File: src/rtl/imem_loader.sv
// -----------------------------------------------------------------------------
// imem_loader
//
// Write side of the byte-addressed instruction memory. A byte stream arrives
// over a valid/ready handshake. Every four bytes are packed into one 32-bit
// word, most significant byte first, because the fetch path reads the memory
// as big-endian words. Each finished word is written through a single-cycle
// write port. Words go to consecutive 4-aligned addresses, starting at a base
// address that is programmed with the request. The loader owns the memory
// port only while busy is high.
//
// Parameters
//   DEPTH_BYTES : size of the target memory in bytes; legal range [0, DEPTH_BYTES)
//   LEN_W       : width of the word-count input
//
// Ports
//   clk        in   1     rising-edge clock
//   reset_n    in   1     asynchronous active-low reset
//   start      in   1     one-cycle load request, sampled only while idle
//   base_addr  in   64    byte address of the first word (latched on start)
//   len_words  in   LEN_W number of words to load (latched on start)
//   in_byte    in   8     stream byte
//   in_valid   in   1     stream byte valid
//   in_ready   out  1     loader takes a byte this cycle
//   wr_en      out  1     memory write strobe, one cycle per word
//   wr_addr    out  64    word byte address (always 4-aligned)
//   wr_data    out  32    packed word, first byte of the group in [31:24]
//   busy       out  1     loader owns the memory
//   done       out  1     one-cycle pulse, load completed
//   err        out  1     one-cycle pulse, request rejected
// -----------------------------------------------------------------------------
module imem_loader #(
  parameter int unsigned DEPTH_BYTES = 1024,
  parameter int unsigned LEN_W       = 16
) (
  input  logic             clk,
  input  logic             reset_n,
  input  logic             start,
  input  logic [63:0]      base_addr,
  input  logic [LEN_W-1:0] len_words,
  input  logic [7:0]       in_byte,
  input  logic             in_valid,
  output logic             in_ready,
  output logic             wr_en,
  output logic [63:0]      wr_addr,
  output logic [31:0]      wr_data,
  output logic             busy,
  output logic             done,
  output logic             err
);

  typedef enum logic [2:0] {
    ST_IDLE  = 3'd0,
    ST_LOAD  = 3'd1,
    ST_WRITE = 3'd2,
    ST_DONE  = 3'd3,
    ST_ERR   = 3'd4
  } state_t;

  state_t           state_r;
  state_t           state_s;

  // Request latched on an accepted start
  logic [63:0]      base_r;
  logic [LEN_W-1:0] len_r;

  // Progress through the request
  logic [LEN_W-1:0] idx_r;      // index of the word currently being assembled
  logic [1:0]       cnt_r;      // bytes already held in word_r (mod 4)
  logic [31:0]      word_r;     // assembly register, shifts left by a byte per handshake

  // Registered outputs
  logic             in_ready_r;
  logic             wr_en_r;
  logic             busy_r;
  logic             done_r;
  logic             err_r;
  logic [63:0]      wr_addr_r;
  logic [31:0]      wr_data_r;

  // Combinational helpers
  logic [65:0]      end_addr_s;
  logic             bad_req_s;
  logic             hs_s;
  logic             last_byte_s;
  logic             last_word_s;
  logic [31:0]      next_word_s;
  logic [LEN_W-1:0] idx_inc_s;
  logic [63:0]      word_addr_s;

  // Legality of the incoming request.
  // The end address is formed at 66 bits, so a base near the top of the 64-bit
  // space cannot wrap around and slip under the limit.
  always_comb begin
    end_addr_s = {2'b00, base_addr} + {{(64-LEN_W){1'b0}}, len_words, 2'b00};
    bad_req_s  = (base_addr[1:0] != 2'b00) || (end_addr_s > 66'(DEPTH_BYTES));
  end

  // Stream handshake and word-assembly helpers.
  // The handshake uses the registered ready, so there is no combinational path
  // from in_valid to in_ready.
  always_comb begin
    hs_s        = in_valid & in_ready_r;
    next_word_s = {word_r[23:0], in_byte};
    last_byte_s = hs_s && (cnt_r == 2'd3);
    idx_inc_s   = idx_r + LEN_W'(1);
    // idx_r never exceeds len_r - 1, so idx_r + 1 cannot wrap.
    last_word_s = (idx_inc_s == len_r);
    word_addr_s = base_r + {{(62-LEN_W){1'b0}}, idx_r, 2'b00};
  end

  // Next-state logic
  always_comb begin
    state_s = state_r;
    case (state_r)
      ST_IDLE: begin
        if (start) begin
          if (bad_req_s) begin
            state_s = ST_ERR;
          end else if (len_words == {LEN_W{1'b0}}) begin
            state_s = ST_DONE;
          end else begin
            state_s = ST_LOAD;
          end
        end else begin
          state_s = ST_IDLE;
        end
      end
      ST_LOAD: begin
        if (last_byte_s) begin
          state_s = ST_WRITE;
        end else begin
          state_s = ST_LOAD;
        end
      end
      ST_WRITE: begin
        if (last_word_s) begin
          state_s = ST_DONE;
        end else begin
          state_s = ST_LOAD;
        end
      end
      ST_DONE: state_s = ST_IDLE;
      ST_ERR:  state_s = ST_IDLE;
      default: state_s = ST_IDLE;
    endcase
  end

  // State register
  always_ff @(posedge clk or negedge reset_n) begin
    if (!reset_n) begin
      state_r <= ST_IDLE;
    end else begin
      state_r <= state_s;
    end
  end

  // Output flags, registered from the next state so they line up with the state register
  always_ff @(posedge clk or negedge reset_n) begin
    if (!reset_n) begin
      in_ready_r <= 1'b0;
      wr_en_r    <= 1'b0;
      busy_r     <= 1'b0;
      done_r     <= 1'b0;
      err_r      <= 1'b0;
    end else begin
      in_ready_r <= (state_s == ST_LOAD);
      wr_en_r    <= (state_s == ST_WRITE);
      busy_r     <= (state_s != ST_IDLE);
      done_r     <= (state_s == ST_DONE);
      err_r      <= (state_s == ST_ERR);
    end
  end

  // Request capture, byte assembly and word indexing
  always_ff @(posedge clk or negedge reset_n) begin
    if (!reset_n) begin
      base_r <= 64'd0;
      len_r  <= {LEN_W{1'b0}};
      idx_r  <= {LEN_W{1'b0}};
      cnt_r  <= 2'd0;
      word_r <= 32'd0;
    end else begin
      case (state_r)
        ST_IDLE: begin
          if (start) begin
            base_r <= base_addr;
            len_r  <= len_words;
            idx_r  <= {LEN_W{1'b0}};
            cnt_r  <= 2'd0;
            word_r <= 32'd0;
          end
        end
        ST_LOAD: begin
          if (hs_s) begin
            word_r <= next_word_s;
            cnt_r  <= cnt_r + 2'd1;
          end
        end
        ST_WRITE: begin
          if (!last_word_s) begin
            idx_r <= idx_inc_s;
          end
        end
        default: begin
          idx_r <= idx_r;
        end
      endcase
    end
  end

  // Write-port address/data.
  // These are loaded together with the fourth byte, so they are already stable
  // during the WRITE cycle. They hold their value at all other times.
  always_ff @(posedge clk or negedge reset_n) begin
    if (!reset_n) begin
      wr_addr_r <= 64'd0;
      wr_data_r <= 32'd0;
    end else if (last_byte_s) begin
      wr_addr_r <= word_addr_s;
      wr_data_r <= next_word_s;
    end else begin
      wr_addr_r <= wr_addr_r;
      wr_data_r <= wr_data_r;
    end
  end

  assign in_ready = in_ready_r;
  assign wr_en    = wr_en_r;
  assign wr_addr  = wr_addr_r;
  assign wr_data  = wr_data_r;
  assign busy     = busy_r;
  assign done     = done_r;
  assign err      = err_r;

endmodule

File: config.mk
export PLATFORM = sky130hd
export DESIGN_NAME = imem_loader
export DESIGN_NICKNAME = d
export VERILOG_FILES = /design/src/rtl/imem_loader.sv
export SDC_FILE = /design/constraint.sdc
export NUM_CORES = 1
export LEC_CHECK = 0
export CAP_MARGIN = 0
export CORE_MARGIN = 2
export CORE_UTILIZATION = 60
export DETAILED_ROUTE_END_ITERATION = 10
export PLACE_DENSITY_LB_ADDON = 0.2
export REMOVE_ABC_BUFFERS = 1
export SLEW_MARGIN = 25
export SYNTH_ARGS = -nofsm -noshare
export SYNTH_HDL_FRONTEND = slang
export SYNTH_SLANG_ARGS = --single-unit
File: constraint.sdc
create_clock -name clk -period 9.5 [get_ports clk]
set_input_delay 1.9 -clock clk [delete_from_list [all_inputs] [get_ports clk]]
set_output_delay 1.9 -clock clk [all_outputs]
set_load 0.005 [all_outputs]
==> flow_summary_export.csv <==
group,metric,value,unit
outcome,status,"completed",
power,vdd_drop_max,0.166,mV
die,initial_core_util,0.612,
sta,hold_viol_final,0,
global_route,grt_max_degree,96,
sta,fin_ws,3650,ps
setup_path,path_cells,"clkdlybuf4s50_1 -> nand4_1 -> or4_1 -> or2_0 -> a211oi_1 -> nand2_1 -> xnor2_1 -> or4_1 -> or4_4 -> nor4_2 -> a31o_1",
place,portBuffers,192,
die,die_x,153,um
layout,final_cell_mix,"nand2_1 (488), dfrtp_1 (226), clkdlybuf4s50_1 (191)",
layout,area_delta_synth_final,21.6,%
yosys,ys_warn_count,0,
yosys,synth.avg_cell_area,8.21,um2
setup_path,crit_fanout,12,
setup_path,cpPeakStageDelay,700,ps
global_route,antenna_found_initial,0,
sta,slew_headroom,0.369,
power,p_total,2420,uW
yosys,synthCells,1627,
power,power_frac_comb,0.144,
yosys,ys_async_sr_fraction,1.00,
cts,cts-htree-levels,1,
sta,fin_crit_sh,0.616,
layout,fin_cells,2057,
setup_path,end_kind,"flip-flop",
layout,antennaDiodeCount,0,
cts,hold_buffers,0,
detailed_routing,route.vias.total,12900,
setup_path,arrival,6330,ps
die,num_rows,54,
power,p_int,1770,uW
setup_path,startpoint_type,"input port",
setup_path,required,9980,ps
layout,n_fill_cell,1523,
yosys,synth_edf_count,0,
die,die_h,153,um
detailed_routing,wl_per_cell,20.0,um
layout,multi_input_area,7220,um2
setup_path,cp_slowest_cell,"clkdlybuf4s50_1",
detailed_routing,final_antenna_net_count,0,
global_route,grt-ovfl-total,0,
global_route,grt_pass1_wl,66200,um
power,p_sw,651,uW
detailed_routing,drt_first_pass_iters,6,
die,num_io_pins,193,
yosys,ys_seq_area_frac,0.423,
sta,worst_slew_pin_slew,947,ps
layout,drive_gt1_frac,0.0478,
yosys,yosys_most_used_dff,"dfrtp_1",
layout,nNetsFinal,1886,
layout,final_common_cell,"nand2_1",
detailed_routing,drcViolationCount,0,
sta,slew_viol_final,0,
sta,fin_crit,5850,ps
cts,cts.path.max_buffers,3,
detailed_routing,drt_iter0_markers,1160,
worst_hold_path,min_path_type,"reg -> reg",
power,pwr-share-clk,0.422,
sta,timing.fmax,171,MHz
die,coreArea,21800,um2
yosys,synth-seq-cells,226,
sta,rsz0062_at_grt,"false",
sta,finalSetupViolCount,0,
cts,cts_buffers,25,
detailed_routing,wl,41200,um
cts,path_clk_slew,60,ps
yosys,yosysUniqueCellTypes,88,
yosys,netlist_area,13400,um2
power,seq_power_share,0.434,
place,place_congestion,0.972,
flow_run,max_cap_viol_count,0,
place,dp_cells,2010,
cts,cts_setup_buffers,0,
setup_path,critPathKind,"in -> reg",
layout,ff_latch_area,5660,um2
cts,clk_latency,540,ps
detailed_routing,vias_per_cell,6.27,
sta,finalClockSkew,23.8,ps
power,p_leak,0.00712,uW
cts,cts_tree,"yes",
power,sw_frac_of_total,0.269,
cts,cts.sinks,226,
power,power_density,149,nW/um2
place,dp_hpwl,29500,um
setup_path,worst_path_most_repeated_cell,"or4_1",
global_route,grt_usage,0.346,
cts,cts-root-buf,"clkbuf_16",
place,pre_cts_ws,3180,ps
die,die-area,23500,um2
sta,setup_tns,0,ps
cts,cts_resized,0,
global_route,grt_pass1_vias,12400,
-- power by group through the flow --
| stage | combinational [uW] | sequential (uW) | clock (uW) |
|---|---|---|---|
| 4_1_cts | 339 | 1050 | 1030 |
| 2_1_floorplan | 191 | 1060 | 0 |
| 3_5_place_dp | 336 | 1070 | 0 |
| 3_3_place_gp | 330 | 1060 | 0 |
| 5_1_grt | 381 | 1060 | 1070 |
| 6_report | 347 | 1050 | 1020 |
-- final timing paths --
path | slack [ps] | cells after the start | endpoint | from
worst max register to register | 5440 | 11 | idx_r[15] | idx_r[0]
worst min register to register | 470 | 2 | wr_addr[1] | base_r[1]
max in group asynchronous | 6830 | 2 | wr_data[14] | reset_n
min in group asynchronous | 1340 | 1 | wr_addr[49] | reset_n
worst max-delay path | 3650 | 11 | done | base_addr[23]
worst min-delay path | 470 | 2 | wr_addr[1] | base_r[1]
-- synth_stat cells (5+ instances only) --
master / number / area (um2)
xnor2_1: 29 / 254
a21o_1: 9 / 67.6
o211ai_1: 22 / 165
o41ai_1: 5 / 43.8
and2_1: 9 / 56.3
nand4_1: 42 / 263
nor4_1: 21 / 131
nor2b_1: 5 / 31.3
ha_1: 34 / 425
a211oi_1: 8 / 60.1
buf_1: 8 / 30.0
a31oi_1: 10 / 62.6
and3_1: 38 / 238
and4_1: 9 / 78.8
inv_1: 31 / 116
nor3_1: 21 / 105
o21ai_0: 156 / 781
nand2_1: 488 / 1830
or2_2: 6 / 37.5
nand3_1: 41 / 205
a21oi_1: 45 / 225
clkbuf_1: 65 / 244
o31ai_1: 18 / 135
or4_1: 7 / 52.6
dfrtp_1: 226 / 5660
o21a_1: 12 / 90.1
mux2i_1: 5 / 50.1
nor2_1: 58 / 218
buf_2: 20 / 100
or3_1: 6 / 37.5
o2111ai_1: 8 / 70.1
xor2_1: 62 / 543
-- area by class of cell --
class / count / area share
Multi-Input combinational cell: 1273 / 0.444
Sequential cell: 226 / 0.348
Timing Repair Buffer: 201 / 0.124
Clock buffer: 38 / 0.0458
Tap cell: 280 / 0.0216
Clock inverter: 8 / 0.00848
Inverter: 31 / 0.00717
-- worst max-delay path, delay by kind of cell --
family          cells  cell delay [ps]
simple gates        7             2900
buf+inv             1              700
compound gates      2              670
xor+xnor            1              150
-- sequential cells by signal, indices dropped and copies added, names as in the netlist --
register  flops
done          1
in_ready      1
len_r        16
wr_en         1
wr_addr      64
wr_data      32
idx_r        16
err           1
busy          1
base_r       64
state_r       3
word_r       24
cnt_r         2
-- per-stage QoR --
stage,hold slack (ps),instance area (um2),util
after floorplan,439,12900,-
after global placement,449,15300,0.702
after detailed placement,455,15300,0.702
after CTS,469,16200,0.743
after global routing,502,16200,0.744
final,467,16200,0.744
-- cells by family (layout without fill, tap and decap cells) --
| kind of cell | Yosys count | count (layout) | share of synthesized area |
|---|---|---|---|
| AND/OR/NAND/NOR | 782 | 782 | 0.267 |
| AO/OA/AOI/OAI | 358 | 358 | 0.171 |
| flip-flops | 226 | 226 | 0.423 |
| buffers and inverters | 128 | 278 | 0.0391 |
| XOR/XNOR | 91 | 91 | 0.0597 |
| adder cells (fa/ha/maj) | 36 | 36 | 0.0349 |
| multiplexers | 6 | 6 | 0.00459 |
-- metal layers --
metal | vias to the layer above | routed length, um | track usage
li1 | 5981 | - | -
met3 | 116 | 3480 | 0.0658
met2 | 612 | 19000 | 0.557
met5 | - | 0 | 0
met4 | 0 | 1540 | 0.121
met1 | 6198 | 17200 | 0.474
Note: power is estimated with default switching activity, not from simulation.
